--- config.mk ---
export PLATFORM = sky130hd
export DESIGN_NAME = cv32e40x_mpu
export DESIGN_NICKNAME = d
export VERILOG_FILES = /design/src/rtl/cv32e40x_pkg.sv /design/src/rtl/cv32e40x_pma.sv /design/src/rtl/cv32e40x_mpu.sv
export SDC_FILE = /design/constraint.sdc
export NUM_CORES = 1
export LEC_CHECK = 0
export ABC_CLOCK_PERIOD_IN_PS = 3000
export CAP_MARGIN = 20
export CORE_UTILIZATION = 23
export CTS_CLUSTER_SIZE = 24
export DETAILED_ROUTE_END_ITERATION = 8
export GPL_TIMING_DRIVEN = 0
export PLACE_DENSITY = 0.83
export SYNTH_ARGS = -nofsm -noshare
export SYNTH_HDL_FRONTEND = slang
export SYNTH_HIERARCHICAL = 1
export SYNTH_SLANG_ARGS = --single-unit
--- constraint.sdc ---
create_clock -name clk -period 3 [get_ports clk]
set_clock_uncertainty 0.05 [all_clocks]
set_input_delay 0.6 -clock clk [delete_from_list [all_inputs] [get_ports clk]]
set_output_delay 0.6 -clock clk [all_outputs]
set_load 0.05 [all_outputs]
--- src/rtl/cv32e40x_pkg.sv ---
// Shared types for the memory protection stage and its PMA lookup.
//   mpu_status_e : response status returned to the requester
//   mpu_state_e  : protection FSM states
//   a_ext_e      : atomic extension configuration
//   pma_cfg_t    : one PMA region (word-address bounds plus attributes)
package cv32e40x_pkg;

  typedef enum logic [1:0] {
    MPU_OK       = 2'b00,
    MPU_RE_FAULT = 2'b01,
    MPU_WR_FAULT = 2'b10
  } mpu_status_e;

  typedef enum logic [1:0] {
    MPU_IDLE   = 2'b00,
    MPU_RE_ERR = 2'b01,
    MPU_WR_ERR = 2'b10
  } mpu_state_e;

  typedef enum logic [1:0] {
    A_NONE   = 2'b00,
    A_ZALRSC = 2'b01,
    A        = 2'b10
  } a_ext_e;

  // A region matches word_addr_low <= addr[31:2] < word_addr_high.
  typedef struct packed {
    logic [31:0] word_addr_low;
    logic [31:0] word_addr_high;
    logic        main;
    logic        bufferable;
    logic        cacheable;
  } pma_cfg_t;

  // Attributes of an address that no configured region covers: I/O.
  localparam pma_cfg_t PMA_R_DEFAULT = '{
    word_addr_low:  32'h0,
    word_addr_high: 32'h0,
    main:           1'b0,
    bufferable:     1'b0,
    cacheable:      1'b0
  };

  // With no regions configured the whole map is plain main memory.
  localparam pma_cfg_t PMA_R_ALL_MAIN = '{
    word_addr_low:  32'h0,
    word_addr_high: 32'hFFFF_FFFF,
    main:           1'b1,
    bufferable:     1'b0,
    cacheable:      1'b0
  };

endpackage

--- src/rtl/cv32e40x_pma.sv ---
// PMA attribute lookup (purely combinational).
//   trans_addr_i     : byte address of the access
//   instr_fetch_i    : access is an instruction fetch
//   load_i           : access is a read
//   atomic_i, misaligned_i, modified_i, pushpop_i, debug_region_i : access qualifiers
//   pma_err_o        : access is not permitted by the attributes
//   bufferable_o     : bufferable tag (stores only)
//   cacheable_o      : cacheable tag
module cv32e40x_pma
  import cv32e40x_pkg::*;
#(
  parameter a_ext_e   A_EXT           = A_NONE,
  parameter int       PMA_NUM_REGIONS = 0,
  parameter pma_cfg_t PMA_CFG[PMA_NUM_REGIONS-1:0] = '{default: PMA_R_DEFAULT}
) (
  input  logic [31:0] trans_addr_i,
  input  logic        instr_fetch_i,
  input  logic        load_i,
  input  logic        atomic_i,
  input  logic        misaligned_i,
  input  logic        modified_i,
  input  logic        pushpop_i,
  input  logic        debug_region_i,
  output logic        pma_err_o,
  output logic        bufferable_o,
  output logic        cacheable_o
);

  logic [31:0] w_word_addr;
  pma_cfg_t    w_attr;

  assign w_word_addr = {2'b00, trans_addr_i[31:2]};

  always_comb begin
    w_attr = (PMA_NUM_REGIONS == 0) ? PMA_R_ALL_MAIN : PMA_R_DEFAULT;
    // Walk from the top so the lowest-numbered matching region wins.
    for (int i = PMA_NUM_REGIONS - 1; i >= 0; i--) begin
      if ((w_word_addr >= PMA_CFG[i].word_addr_low) &&
          (w_word_addr <  PMA_CFG[i].word_addr_high)) begin
        w_attr = PMA_CFG[i];
      end
    end
    // The debug module region behaves as uncached main memory.
    if (debug_region_i) begin
      w_attr            = PMA_R_DEFAULT;
      w_attr.main       = 1'b1;
    end
  end

  // Fetches, atomics and split/compound accesses need main memory;
  // atomics are refused entirely when the core has no A extension.
  assign pma_err_o = (instr_fetch_i && !w_attr.main) ||
                     (atomic_i && ((A_EXT == A_NONE) || !w_attr.main)) ||
                     (!w_attr.main && (misaligned_i || modified_i || pushpop_i));

  assign bufferable_o = w_attr.bufferable && !load_i;
  assign cacheable_o  = w_attr.cacheable;

endmodule

--- src/rtl/cv32e40x_mpu.sv ---
// Memory protection stage between a requester and the OBI bus interface.
// Permitted transactions pass straight through with PMA tags; faulting ones
// are accepted and swallowed, and once every outstanding bus response has
// returned a single fault response is injected.
//   clk, rst_n                    : clock, asynchronous active-low reset
//   core_trans_*                  : requester transaction (valid/ready)
//   bus_trans_*                   : forwarded transaction (valid/ready) + tags
//   bus_resp_valid_i/err_i        : bus response, one per accepted transaction
//   core_resp_valid_o/err_o/status_o : response to requester
// Handshake: a transaction transfers in any cycle where valid and ready are
// both high; valid never depends on ready. Responses have no back-pressure.
module cv32e40x_mpu
  import cv32e40x_pkg::*;
#(
  parameter bit       IF_STAGE        = 1'b0,
  parameter a_ext_e   A_EXT           = A_NONE,
  parameter int       PMA_NUM_REGIONS = 0,
  parameter pma_cfg_t PMA_CFG[PMA_NUM_REGIONS-1:0] = '{default: PMA_R_DEFAULT},
  parameter int       MAX_OUTSTANDING = 2
) (
  input  logic        clk,
  input  logic        rst_n,
  input  logic        core_trans_valid_i,
  output logic        core_trans_ready_o,
  input  logic [31:0] core_trans_addr_i,
  input  logic        core_trans_we_i,
  input  logic        core_trans_atomic_i,
  input  logic        core_trans_misaligned_i,
  input  logic        core_trans_modified_i,
  input  logic        core_trans_pushpop_i,
  input  logic        core_trans_debug_region_i,
  output logic        bus_trans_valid_o,
  input  logic        bus_trans_ready_i,
  output logic        bus_trans_bufferable_o,
  output logic        bus_trans_cacheable_o,
  input  logic        bus_resp_valid_i,
  input  logic        bus_resp_err_i,
  output logic        core_resp_valid_o,
  output logic        core_resp_err_o,
  output mpu_status_e core_resp_status_o
);

  localparam int              CNT_W   = $clog2(MAX_OUTSTANDING + 1);
  localparam logic [CNT_W-1:0] MAX_CNT = CNT_W'(MAX_OUTSTANDING);

  mpu_state_e       r_state;
  mpu_state_e       w_state_nxt;
  logic [CNT_W-1:0] r_cnt;
  logic             w_we;
  logic             w_pma_err;
  logic             w_below_max;
  logic             w_bus_hs;

  // The fetch side never writes.
  assign w_we        = IF_STAGE ? 1'b0 : core_trans_we_i;
  assign w_below_max = (r_cnt < MAX_CNT);
  assign w_bus_hs    = bus_trans_valid_o && bus_trans_ready_i;

  cv32e40x_pma #(
    .A_EXT           (A_EXT),
    .PMA_NUM_REGIONS (PMA_NUM_REGIONS),
    .PMA_CFG         (PMA_CFG)
  ) u_pma (
    .trans_addr_i   (core_trans_addr_i),
    .instr_fetch_i  (IF_STAGE),
    .load_i         (!w_we),
    .atomic_i       (core_trans_atomic_i),
    .misaligned_i   (core_trans_misaligned_i),
    .modified_i     (core_trans_modified_i),
    .pushpop_i      (core_trans_pushpop_i),
    .debug_region_i (core_trans_debug_region_i),
    .pma_err_o      (w_pma_err),
    .bufferable_o   (bus_trans_bufferable_o),
    .cacheable_o    (bus_trans_cacheable_o)
  );

  always_ff @(posedge clk or negedge rst_n) begin
    if (!rst_n) begin
      r_state <= MPU_IDLE;
    end else begin
      r_state <= w_state_nxt;
    end
  end

  always_comb begin
    w_state_nxt        = r_state;
    bus_trans_valid_o  = 1'b0;
    core_trans_ready_o = 1'b0;
    core_resp_valid_o  = bus_resp_valid_i;
    core_resp_err_o    = bus_resp_err_i;
    core_resp_status_o = MPU_OK;
    case (r_state)
      MPU_IDLE: begin
        if (core_trans_valid_i && w_pma_err) begin
          // Swallowed: accepted regardless of the outstanding ceiling.
          core_trans_ready_o = 1'b1;
          w_state_nxt        = w_we ? MPU_WR_ERR : MPU_RE_ERR;
        end else begin
          bus_trans_valid_o  = core_trans_valid_i && w_below_max;
          core_trans_ready_o = bus_trans_ready_i && w_below_max;
        end
      end
      MPU_RE_ERR, MPU_WR_ERR: begin
        // Fault goes out only after the bus has fully drained, so it can
        // never collide with a passthrough response.
        if (r_cnt == '0) begin
          core_resp_valid_o  = 1'b1;
          core_resp_err_o    = 1'b0;
          core_resp_status_o = (r_state == MPU_WR_ERR) ? MPU_WR_FAULT : MPU_RE_FAULT;
          w_state_nxt        = MPU_IDLE;
        end
      end
      default: w_state_nxt = MPU_IDLE;
    endcase
  end

  always_ff @(posedge clk or negedge rst_n) begin
    if (!rst_n) begin
      r_cnt <= '0;
    end else if (w_bus_hs && !bus_resp_valid_i) begin
      r_cnt <= r_cnt + CNT_W'(1);
    end else if (!w_bus_hs && bus_resp_valid_i) begin
      r_cnt <= r_cnt - CNT_W'(1);
    end
  end

  a_no_resp_without_outstanding: assert property (
    @(posedge clk) disable iff (!rst_n) !(bus_resp_valid_i && (r_cnt == '0))
  );

endmodule
# ---- Yosys cells after proc, flatten, opt, wreduce, memory -nomap -nowiden
# Index checks and enable logic that the tools add are counted.
dict set report totals {
  input_bits 44
  out_inout_bits 8
  reg_bits 4
}
dict set report classes {
  order_cmp 1
  n_mux 17
  eq_ne 4
  add_sub_neg 2
  n_reduce_logical 19
}
# cell count
set op_table {}
lappend op_table {{two-way mux 2 bit} 8}
lappend op_table {{two-way mux 1 bit} 8}
lappend op_table {{logical AND 1 bit} 7}
lappend op_table {{zero test 2 bit} 2}
lappend op_table {{!= test 2 bit (second input constant)} 2}
lappend op_table {{case mux 2 bit (2 select lines)} 1}
lappend op_table {{logical OR 1 bit} 3}
lappend op_table {{adder 2 x 1 -> 2 bit (second input constant)} 1}
lappend op_table {{equality test 2 x 1 -> 1 bit (second input constant)} 1}
lappend op_table {{equality test 2 bit (second input constant)} 1}
lappend op_table {{zero test 1 bit} 2}
lappend op_table {{< comparator 2 bit (second input constant)} 1}
lappend op_table {{AND reduction 2 bit} 1}
lappend op_table {{nonzero test 2 bit} 1}
lappend op_table {{OR reduction 2 bit} 1}
lappend op_table {{subtractor 2 x 1 -> 2 bit (second input constant)} 1}
lappend op_table {{logical AND 1 bit (first input constant)} 1}
lappend op_table {{zero test 1 bit (first input constant)} 1}

# ---- Depth between registers and ports, before layout
# Gate-level depths: netlist of the first run.
dict set report logic_depth {
  depth_word 12
  mapped_depth 8
  depth_no_buf 8
}

# ---- By module
# Netlist of the first run, hierarchy kept.
# module seq_area_each_um2 instances area_each_um2 cells_per_inst
set modules_own_cells {}
lappend modules_own_cells {cv32e40x_mpu 100.1 1 300.3 33}
lappend modules_own_cells {cv32e40x_pma 0.0 1 26.3 4}

# ---- Worst setup path before layout of the first run
# Ideal clock, no wire load.
dict set report synth_path {
  path_kind {input to output}
  from {in core_trans_atomic_i}
  to {out core_trans_ready_o}
  t_arrival_ns 1.872
  path_stages 3
  required_ns 2.350
  setup_slack_ns 0.478
  path_cell_list {buf_4 nand2_1 a21boi_0}
}
dict set report synth_between {
  elab_chain_len 4
}
# item line_no
set synth_lines {}
lappend synth_lines {{from (decl)} cv32e40x_mpu.sv:27} ;# input logic core_trans_atomic_i,
lappend synth_lines {{logical OR 1 bit} cv32e40x_pma.sv:53} ;# (atomic_i && ((A_EXT == A_NONE) || !w_attr.main)) ||
lappend synth_lines {{logical AND 1 bit} cv32e40x_mpu.sv:94} ;# if (core_trans_valid_i && w_pma_err) begin
lappend synth_lines {{two-way mux 1 bit} cv32e40x_mpu.sv:94}
lappend synth_lines {{two-way mux 1 bit} cv32e40x_mpu.sv:92} ;# case (r_state)
lappend synth_lines {{to (decl)} cv32e40x_mpu.sv:24} ;# output logic core_trans_ready_o,
# Every way passes these cells.

# ---- Final worst setup path of the first run
dict set report layout_path {
  from {in core_trans_valid_i}
  to {out core_trans_ready_o}
}
dict set report layout_between {
  elab_chain_len 3
}
# item line_no
set layout_lines {}
lappend layout_lines {{from (decl)} cv32e40x_mpu.sv:23} ;# input logic core_trans_valid_i,
lappend layout_lines {{logical AND 1 bit} cv32e40x_mpu.sv:94}
lappend layout_lines {{two-way mux 1 bit} cv32e40x_mpu.sv:94}
lappend layout_lines {{two-way mux 1 bit} cv32e40x_mpu.sv:92}
# Every way passes these cells.

==> flow_summary.ini, run 1 <==
[sta]
period_share_pct = 93.6
setup_viol = 0
finalHoldViolCount = 0
rsz0062_at_grt = false
maxSlewViolCount = 0
fmax_mhz = 356
tns_ps = 0
period_minus_slack_ps = 2810

[final_layout]
area_delta_synth_final_pct = 51.2
nets = 101
drive_gt1_share_pct = 17.3
regArea_sq_um = 100
fillCellCount = 143
num_antenna_cells = 0
multi_input_area_sq_um = 185

[min_path]
hold_path_class = reg2reg
min_to = r_cnt[1]
holdPathStages = 1
hold_start = r_cnt[1]

[grt]
antenna_found_initial = 0
grt_pass1_vias = 283
grt_max_degree = 6
globalRoute.totalOverflow = 0
grt_usage_pct = 9.91
grt_pass1_wl_um = 993

[routing]
firstDrtPassIters = 3
vias = 267
vias_per_cell = 3.99
routed_wirelength_um = 550
drc = 0
antenna_left = 0
wl_per_cell_um = 8.21
drt_iter0_drc = 1

[floorplanning]
rows = 13
start_util_pct = 24.8
dieArea_sq_um = 1560
ioPinCount = 52
die_w_um = 39.5
die-height_um = 39.5
core_sq_um = 1300

[setup_path]
cp_slowest_stage_delay_ps = 830
crit_slowest_cell = clkdlybuf4s50_1
r2r_end = r_cnt[1]
crit_type = in2out
crit_fanout = 2
crit_chain = clkdlybuf4s50_1, nand2_1, a21boi_0, clkdlybuf4s50_1
r2r_slack_ps = 1230
r2r_start = r_state[1]
cp_top_family = buffers and inverters
cp_num_buf_inv = 2
startpoint_type = input pin
r2r_cells = 7
cp-end-kind = output pin
cp.required_ps = 2350
arrival_ps = 2160
crit_top_cell = clkdlybuf4s50_1

[clock_network]
cts_tree = yes
clock_sinks = 4
cts.root.buffer_cell = clkbuf_4
h-tree-depth = 1
clkTransAtPathRegs_ps = 30
clock_path_buffers = 2
post_cts_resized = 0
postCtsSetupRepairBufs = 0
cts_hold_buf = 0
clkLatencyLatePin_ps = 230
numCtsBuffers = 3

[place]
place.gp.congestion = 0.648
hpwl_um = 491
io_buffers = 12

[pwr]
leakage_nw = 0.243
pwr_density_cell_nw_per_um2 = 926
vdd_drop_max_mv = 0.271
finalPower_mw = 0.452

[run]
drv_cap = 0

[status]
outcome = completed

[logic_synthesis]
synth_warnings = 6
synth_area_sq_um = 323
synth.avg_cell_area_sq_um = 8.97
synth_cells = 36
[sequential cells by signal (all words and copies together) (netlist names)]
| signal | cells |
|---|---|
| r_cnt | 2 |
| r_state | 2 |
[worst max path at each step]
stage                         from            endpoint  slack, ps  cells after the start
2_1_floorplan  core_trans_atomic_i  core_trans_ready_o        480                      3
3_3_place_gp    core_trans_valid_i  core_trans_ready_o        200                      4
3_5_place_dp    core_trans_valid_i  core_trans_ready_o        180                      4
4_1_cts         core_trans_valid_i  core_trans_ready_o        180                      4
5_1_grt         core_trans_valid_i  core_trans_ready_o        110                      4
6_report        core_trans_valid_i  core_trans_ready_o        190                      4
[metrics by stage]
stage	std cells	instance area (sq um)	utilization (%)	hold WS [ps]	worst slack [ps]
floorplan	37	327	-	254	478
global route	67	488	37.5	525	113
finish	67	488	37.5	478	192
CTS	67	488	37.5	485	178
detailed placement	64	465	35.8	476	181
global placement	64	465	35.8	465	197
[report_power, final]
| group | switching (mW) | internal [mW] | total, mW |
|---|---|---|---|
| sequential | 0.0209 | 0.0806 | 0.102 |
| combinational | 0.170 | 0.118 | 0.287 |
| clock | 0.0185 | 0.0445 | 0.0630 |
[layout make-up]
type                            instances  area share [%]
Inverter                                5            3.85
Sequential cell                         4            20.5
Tap cell                               15            3.85
Clock buffer                            3            4.62
Buffer                                  3            4.62
Multi-Input combinational cell         25            37.9
Timing Repair Buffer                   12            24.6
[cells in the final DEF (no fill, tap or decap), drive strengths merged]
cell	instances
clkbuf	3
nand2	5
and4bb	1
conb	2
xnor2	1
o2bb2ai	1
and2	3
nor2	3
dfrtp	4
nand2b	1
xor2	2
a21boi	1
buf	3
mux2i	2
ha	3
clkdlybuf4s50	12
inv	5
[routing by layer]
| layer | global-route usage, % | vias up | share of wire [%] |
|---|---|---|---|
| met3 | 1.70 | 0 | 11 |
| li1 | - | 140 | - |
| met2 | 18.0 | 11 | 51 |
| met4 | 7.76 | 0 | 0 |
| met1 | 9.59 | 116 | 38 |
| met5 | 0 | - | 0 |
Note: power is estimated with default switching activity, not from simulation.
==> run 2: changes to the inputs <==
- SLEW_MARGIN: unset -> 10
==> results of run 2 <==
No change in the layout: final DEF, timing and power equal those of run 1.
==> run 3: changes to the inputs <==
- CELL_PAD_IN_SITES_DETAIL_PLACEMENT: unset -> 1
- CELL_PAD_IN_SITES_GLOBAL_PLACEMENT: unset -> 2
- CORE_ASPECT_RATIO: unset -> 1.5
- CORE_UTILIZATION: 23 -> 10
- PLACE_DENSITY: 0.83 -> unset
- PLACE_DENSITY_LB_ADDON: unset -> 0.1
==> run 3 against run 2 <==
Sequential share of layout area shrank 1.9 points. Clock-buffer cell count is the same. Fmax grew 0.22%. Non-clock buffer count is the same. Worst hold slack gained 4.3 ps. First-iteration DRC count is the same. Die area grew 120%. Setup slack gained 6.1 ps. Largest power group unchanged. Highest routed layer unchanged.
==> flow_summary.ini, run 3 (synthesis gave the netlist of run 1 again) <==
[status]
outcome = completed

[setup_path]
crit_type = in2out
r2r_slack_ps = 1240
crit_chain = clkdlybuf4s50_1, nand2_1, a21boi_0, clkdlybuf4s50_1
crit_slowest_cell = clkdlybuf4s50_1
crit_fanout = 2
crit_top_cell = clkdlybuf4s50_1
arrival_ps = 2150
cp.required_ps = 2350
cp_slowest_stage_delay_ps = 830
cp-end-kind = output pin
r2r_cells = 7
startpoint_type = input pin

[final_layout]
final_common_cell = clkdlybuf4s50_1
largest_registers = r_cnt (2), r_state (2)
area_delta_synth_final_pct = 66.3
drive_gt1_share_pct = 17.3
finalInstanceArea_sq_um = 537
fin_cells = 91
num_antenna_cells = 0
mostFrequentLayoutCells = 12 x clkdlybuf4s50_1, 5 x inv_1, 5 x nand2_1
nets = 101
postLayoutCoreUtil_pct = 17.9

[floorplanning]
dieArea_sq_um = 3460
core_sq_um = 3000
die_w_um = 48.4
die-height_um = 71.6
rows = 24
ioPinCount = 52
start_util_pct = 10.8

[clock_network]
post_cts_resized = 0
clock_path_buffers = 2
cts_tree = yes
numCtsBuffers = 3
clkTransAtPathRegs_ps = 30
cts_hold_buf = 0
postCtsSetupRepairBufs = 0
clock_sinks = 4
cts.root.buffer_cell = clkbuf_8
clkLatencyLatePin_ps = 210
h-tree-depth = 1

[routing]
drc = 0
firstDrtPassIters = 2
wl_per_cell_um = 8.85
antenna_left = 0
vias = 279
drt_iter0_drc = 1
routed_wirelength_um = 805
vias_per_cell = 3.07

[place]
hpwl_um = 742
placedCellCount = 88
dpl_cell_area_sq_um = 495
place.gp.congestion = 0.620
io_buffers = 12

[sta]
finalHoldViolCount = 0
setup_viol = 0
period_share_pct = 93.4
tns_ps = 0
maxSlewViolCount = 0
slew_headroom_pct = 66.4
fmax_mhz = 357
worst_pin_slew_ps = 502
period_minus_slack_ps = 2800
rsz0062_at_grt = false

[grt]
grt_pass1_vias = 331
globalRoute.totalOverflow = 0
antenna_found_initial = 0
grt_pass1_wl_mm = 1.37
grt_max_degree = 6
grt_usage_pct = 5.35

[min_path]
holdPathStages = 1
hold_path_class = reg2reg

[pwr]
vdd_drop_max_mv = 0.260
leakage_nw = 0.251
pwr_density_cell_nw_per_um2 = 945

[run]
drv_cap = 0
==> run 3: cell types whose count changed in the layout (fill, tap and decap cells not counted) <==
cell      change
clkbuf_4      -3
clkbuf_8      +3
==> run 3: layout make-up <==
type                    instances  area (sq um)
clock buffers                   3          41.3
well taps                      39          48.8
inverters                       5          18.8
repair buffers                 12           120
flip-flops and latches          4           100
multi-input cells              25           185
plain buffers                   3          22.5
fillers                       368          2470
==> run 3: final timing paths <==
| path | endpoint | startpoint |
|---|---|---|
| hold / removal | r_cnt[1] | r_cnt[1] |
| setup / recovery | core_trans_ready_o | core_trans_valid_i |
| hold reg to reg | r_cnt[1] | r_cnt[1] |
| min in group asynchronous | r_state[0] | rst_n |
| setup reg to reg | r_cnt[1] | r_state[0] |
| max in group asynchronous | r_cnt[0] | rst_n |
==> run 3: layer usage <==
layer | wire length [um] | share of wire [%] | track usage, %
met5 | 0 | 0 | 0
met3 | 43 | 5.3 | 3.82
met2 | 470 | 58 | 9.70
met1 | 291 | 36 | 4.88
met4 | 0 | 0 | 0.980
==> run 3: critical path, delay by kind of cell <==
family / cells / cell delay [ps]
AOI/OAI and AO/OA: 1 / 170
buffers and inverters: 2 / 1300
and+or+nand+nor: 1 / 80
==> run 3: report_power, final <==
part	leakage [nW]	internal (mW)	switching, mW	total [mW]
clock	0.0216	0.0853	0.0249	0.110
combinational	0.180	0.119	0.175	0.293
sequential	0.0489	0.0806	0.0231	0.104
==> run 3: per-stage QoR <==
step	worst slack [ps]	total power, mW	hold slack, ps
after detailed placement	172	0.405	485
after global routing	149	0.545	511
after CTS	174	0.519	489
after floorplan	478	0.316	254
final	198	0.507	482
after global placement	177	0.409	486
